<file path="src/rtl/dmux_stream.sv">
// dmux_stream: registered 1-to-NCH stream demultiplexer with valid/ready.
// Each output channel owns a one-entry register, so a stalled consumer only
// blocks the producer when the current word targets that consumer.
// Optional per-channel transfer counters: define DMUX_STREAM_CNT_EN.

module dmux_stream_lane #(
    parameter int WIDTH = 32
) (
    input  logic             clk,
    input  logic             rst_n,
    input  logic             acc,        // word for this lane accepted this cycle
    input  logic [WIDTH-1:0] din,
    input  logic             dout_ready,
    output logic             lane_rdy,   // lane can take a word this cycle
    output logic [WIDTH-1:0] dout,
    output logic             dout_valid
`ifdef DMUX_STREAM_CNT_EN
    ,
    input  logic             cnt_clr,
    output logic [15:0]      cnt
`endif
);

    typedef enum logic {EMPTY = 1'b0, FULL = 1'b1} lane_st_e;

    lane_st_e st, st_nxt;
    logic     drain;

    assign dout_valid = (st == FULL);
    assign drain      = dout_valid && dout_ready;
    // A full lane still accepts when its consumer drains in the same cycle.
    assign lane_rdy   = (st == EMPTY) || dout_ready;

    // Occupancy state register.
    always_ff @(posedge clk or negedge rst_n) begin
        if (!rst_n) st <= EMPTY;
        else        st <= st_nxt;
    end

    // Next occupancy: accept wins over drain (refill keeps the lane full).
    always_comb begin
        st_nxt = st;
        case (st)
            EMPTY: if (acc) st_nxt = FULL;
            FULL:  if (!acc && dout_ready) st_nxt = EMPTY;
            default: st_nxt = EMPTY;
        endcase
    end

    // Lane data: load on accept, clear on a drain with no refill so an idle lane reads zero.
    always_ff @(posedge clk or negedge rst_n) begin
        if (!rst_n)     dout <= '0;
        else if (acc)   dout <= din;
        else if (drain) dout <= '0;
    end

`ifdef DMUX_STREAM_CNT_EN
    // Transfer counter; clear has priority over a coincident transfer.
    always_ff @(posedge clk or negedge rst_n) begin
        if (!rst_n)       cnt <= '0;
        else if (cnt_clr) cnt <= '0;
        else if (drain)   cnt <= cnt + 16'd1;
    end
`endif

endmodule

module dmux_stream #(
    parameter int WIDTH = 32,
    parameter int NCH   = 4,
    parameter int SEL_W = 2
) (
    input  logic                 clk,
    input  logic                 rst_n,
    input  logic [WIDTH-1:0]     din,
    input  logic [SEL_W-1:0]     sel,
    input  logic                 din_valid,
    output logic                 din_ready,
    output logic [NCH*WIDTH-1:0] dout,
    output logic [NCH-1:0]       dout_valid,
    input  logic [NCH-1:0]       dout_ready,
    output logic                 err_sel
`ifdef DMUX_STREAM_CNT_EN
    ,
    input  logic                 cnt_clr,
    output logic [NCH*16-1:0]    cnt
`endif
);

    localparam int          NSEL  = 1 << SEL_W;
    localparam logic [SEL_W:0] NCH_L = (SEL_W+1)'(NCH);

    logic [NCH-1:0]  lane_rdy;
    logic [NCH-1:0]  lane_acc;
    logic [NSEL-1:0] rdy_pad;
    logic            in_range;
    logic            acc;

    assign in_range = ({1'b0, sel} < NCH_L);

    // Out-of-range selects see a padded ready of 1: those words are always
    // accepted and dropped.
    always_comb begin
        rdy_pad          = '1;
        rdy_pad[NCH-1:0] = lane_rdy;
    end

    assign din_ready = rdy_pad[sel];
    assign acc       = din_valid && din_ready;

    // Error pulse for the cycle after an accepted out-of-range word.
    always_ff @(posedge clk or negedge rst_n) begin
        if (!rst_n) err_sel <= 1'b0;
        else        err_sel <= acc && !in_range;
    end

    for (genvar k = 0; k < NCH; k++) begin : g_lane
        assign lane_acc[k] = acc && (sel == SEL_W'(k));

        dmux_stream_lane #(.WIDTH(WIDTH)) u_lane (
            .clk        (clk),
            .rst_n      (rst_n),
            .acc        (lane_acc[k]),
            .din        (din),
            .dout_ready (dout_ready[k]),
            .lane_rdy   (lane_rdy[k]),
            .dout       (dout[k*WIDTH +: WIDTH]),
            .dout_valid (dout_valid[k])
`ifdef DMUX_STREAM_CNT_EN
            ,
            .cnt_clr    (cnt_clr),
            .cnt        (cnt[k*16 +: 16])
`endif
        );
    end

endmodule

</file>
<file path="config.mk">
export PLATFORM = sky130hd
export DESIGN_NAME = dmux_stream
export DESIGN_NICKNAME = d
export VERILOG_FILES = /design/src/rtl/dmux_stream.sv
export SDC_FILE = /design/constraint.sdc
export NUM_CORES = 1
export LEC_CHECK = 0
export BUFFER_PORTS_ARGS = -buffer_cell sky130_fd_sc_hd__buf_2
export CORE_MARGIN = 5
export CORE_UTILIZATION = 40
export DETAILED_ROUTE_END_ITERATION = 10
export PLACE_DENSITY_LB_ADDON = 0.12
export SETUP_SLACK_MARGIN = 0.3
export SYNTH_ARGS = -nofsm -noshare
export SYNTH_HDL_FRONTEND = slang
export SYNTH_HIERARCHICAL = 1
export SYNTH_SLANG_ARGS = --single-unit
</file>
<file path="constraint.sdc">
create_clock -name clk -period 4.5 [get_ports clk]
set_clock_uncertainty 0.2 [all_clocks]
set_input_delay 0.9 -clock clk [delete_from_list [all_inputs] [get_ports clk]]
set_output_delay 0.9 -clock clk [all_outputs]
set_load 0.01 [all_outputs]
</file>
==> flow_metrics.tcl <==
set metrics [dict create \
    synth_top_family_by_area "compound AO/OA/AOI/OAI gates" \
    tns_ps 0 \
    worstPathRequired_ps 3400 \
    yosys.cell_types.count 14 \
    synth_area_leader_cell "dfrtp_1" \
    status "finished, final reports clean" \
    synth_mux_area_share_pct 0.394 \
    finalWeightedCongestion 0.773 \
    path_max_fanout 3 \
    synth_compound_area_share_pct 19.6 \
    power_leakage_uw 0.00389 \
    fin_nets 651 \
    arrival_ps 1860 \
    placed_area_sq_um 6570 \
    crit_family "multiplexers" \
    coreArea_sq_um 13900 \
    route.detailed.drc 0 \
    synth-seq-cells 132 \
    comb_power_share_pct 19.5 \
    synthSimpleGateAreaFrac_pct 16.4 \
    grt_antenna_before_repair 0 \
    cts_root_buf "clkbuf_16" \
    power_frac_seq_pct 41.3 \
    hold_path_class "in2async" \
    slowest_delay_ps 490 \
    port-buffer-count 173 \
    drt_iter0_markers 240 \
    grt_max_degree 96 \
    cts_buffers 17 \
    totalWireLength_um 15800 \
    crit_path_start_kind "primary input" \
    avgViaCountPerCell 5.14 \
    finalSetupViolations 0 \
    cts.reportedPaths.clkPinSlew_ps 60 \
    synth_top_cells_by_area "dfrtp_1, a22o_1, nor2b_1" \
    worstPathCellList "buf_2, nand2b_1, mux4_2, buf_2" \
    clkPwrFrac_pct 39.2 \
    route.vias.total 4126 \
    wl_met3_um 1250 \
    rsz0062_at_grt "false" \
    grt_usage_pct 19.1 \
    synth_fa_ha_area_share_pct 0 \
    fin_crit_sh_pct 65.7 \
    row_count 43 \
    die-area_sq_um 16800 \
    maxSlewViolCount 0 \
    synthXorXnorAreaFrac_pct 0 \
    powerDensity_nw_per_um2 493 \
    cts_tree "built" \
    start_util_pct 41.0 \
    vdd.ir_drop.worst_mv 0.245 \
    cts_resized 0 \
    die_h_um 130 \
    max_freq_mhz 338 \
    drive_gt1_share_pct 35.6 \
    path_buf_inv 2 \
    cts_buffer_depth 2 \
    hold_violations 0 \
    first_pass_iters 4 \
    hold_ws_ps 381 \
    switchingPower_uw 1000 \
    cts_sinks 132 \
    p_int_uw 2530 \
    ys_warn_count 6 \
    synth_top_area_share_pct 57.8 \
    io_pins 175 \
    synth_area_per_cell_sq_um 12.8 \
    post_drt_wl_per_cell_um 19.7 \
    syn2layout_area_growth_pct 25.3 \
    synthesis.nets 488 \
    slew-limit-headroom_pct 40.0 \
    htreeDepth 4 \
    hpwl_um 10500 \
    post_cts_buffers 0 \
    cap_violations 0 \
    num_antenna_cells 0 \
    top_layer "met4" \
    syn_area_sq_um 5720 \
    grt_pass1_vias 4178 \
    postSynthCellCount 447 \
    ant_nets 0 \
    cts_hold_buf 0 \
    grt.overflow.total 0 \
    clock_latency_ps 410 \
    path_common_cell "buf_2" \
    stdcell_area_sq_um 7170 \
    period_needed_ps 2960 \
    wl_met1_um 7380 \
    fp.dieW_um 130 \
    end_kind "primary output" \
    grt_pass1_wl_um 24500 \
    worst_slew_pin_slew_ps 899 \
    wl_met2_um 7040 \
    yosysSeqAreaShare_pct 57.8 \
    crit_type "in2out" \
    cpMaxStageDelayCell "mux4_2" \
    swShare_pct 28.3 \
]
[flip-flops by register name, summed over array words and instances, names as in the netlist]
name / count
g_lane.u_lane/dout_valid: 4
g_lane.u_lane/dout: 128
[cell usage in the layout, fill, tap and decap left out]
| cell | n |
|---|---|
| buf_2 | 172 |
| dfrtp_1 | 132 |
| a22o_1 | 128 |
| nor2b_1 | 108 |
| and2b_1 | 20 |
| clkbuf_16 | 17 |
| buf_4 | 12 |
| nand2b_1 | 8 |
| inv_6 | 7 |
| clkinvlp_4 | 4 |
| nand2_1 | 4 |
| and4b_2 | 2 |
| bufinv_16 | 2 |
| clkinv_4 | 2 |
| mux4_2 | 1 |
| and4_2 | 1 |
| and4bb_2 | 1 |
| conb_1 | 1 |
| buf_6 | 1 |
[metal layers]
layer  vias to the layer above  global-route usage [%]
met4                         0                    5.62
met3                         9                    4.86
met2                       148                    27.4
met5                         -                       0
met1                      2046                    28.6
li1                       1923                       -
[final timing paths]
check / cells past startpoint / to / slack, ps / from
min: 1 / g_lane[0].u_lane/dout[0] / 380 / rst_n
max: 4 / din_ready / 1540 / dout_ready[3]
max reg2reg: 5 / g_lane[1].u_lane/dout[9] / 2130 / g_lane[1].u_lane/dout_valid
max in group asynchronous: 2 / g_lane[1].u_lane/dout[10] / 2880 / rst_n
min reg2reg: 2 / g_lane[1].u_lane/dout[2] / 400 / g_lane[1].u_lane/dout[2]
min in group clk: 2 / g_lane[1].u_lane/dout[2] / 400 / g_lane[1].u_lane/dout[2]
[kinds of logic (layout without fill, tap and decap cells)]
group | after synthesis | after routing
AOI/OAI and AO/OA | 128 | 128
DFF | 132 | 132
muxes | 1 | 1
buffers and inverters | 41 | 217
and+or+nand+nor | 144 | 144
other | 1 | 1
[synth_stat cells, drive strengths merged]
| cell | n |
|---|---|
| conb | 1 |
| and2b | 20 |
| mux4 | 1 |
| and4 | 1 |
| nand2 | 4 |
| nand2b | 8 |
| buf | 41 |
| and4bb | 1 |
| nor2b | 108 |
| dfrtp | 132 |
| a22o | 128 |
| and4b | 2 |
[power groups by stage]
stage | Sequential (uW) | Clock [uW] | Combinational [uW]
CTS | 1460 | 1420 | 703
global route | 1480 | 1460 | 760
detailed placement | 1480 | 0 | 700
global placement | 1480 | 0 | 688
floorplan | 1550 | 0 | 316
finish | 1460 | 1380 | 690
[final cells by class]
cell class / instances / area [sq um]
clock buffer: 17 / 425
multi-input combinational: 274 / 2080
fill: 1278 / 6770
sequential: 132 / 3300
tap: 180 / 225
clock inverter: 15 / 169
timing repair buffer: 185 / 962
[stage by stage]
stage	cells	setup WS [ps]	power [uW]	util [%]
5_1_grt	803	1520	3700	51.4
3_5_place_dp	771	1520	2180	47.2
3_3_place_gp	771	1550	2170	47.2
4_1_cts	803	1550	3580	51.4
6_report	803	1540	3540	51.4
2_1_floorplan	447	1860	1860	-
No activity file was read; power rests on OpenSTA's default activity.
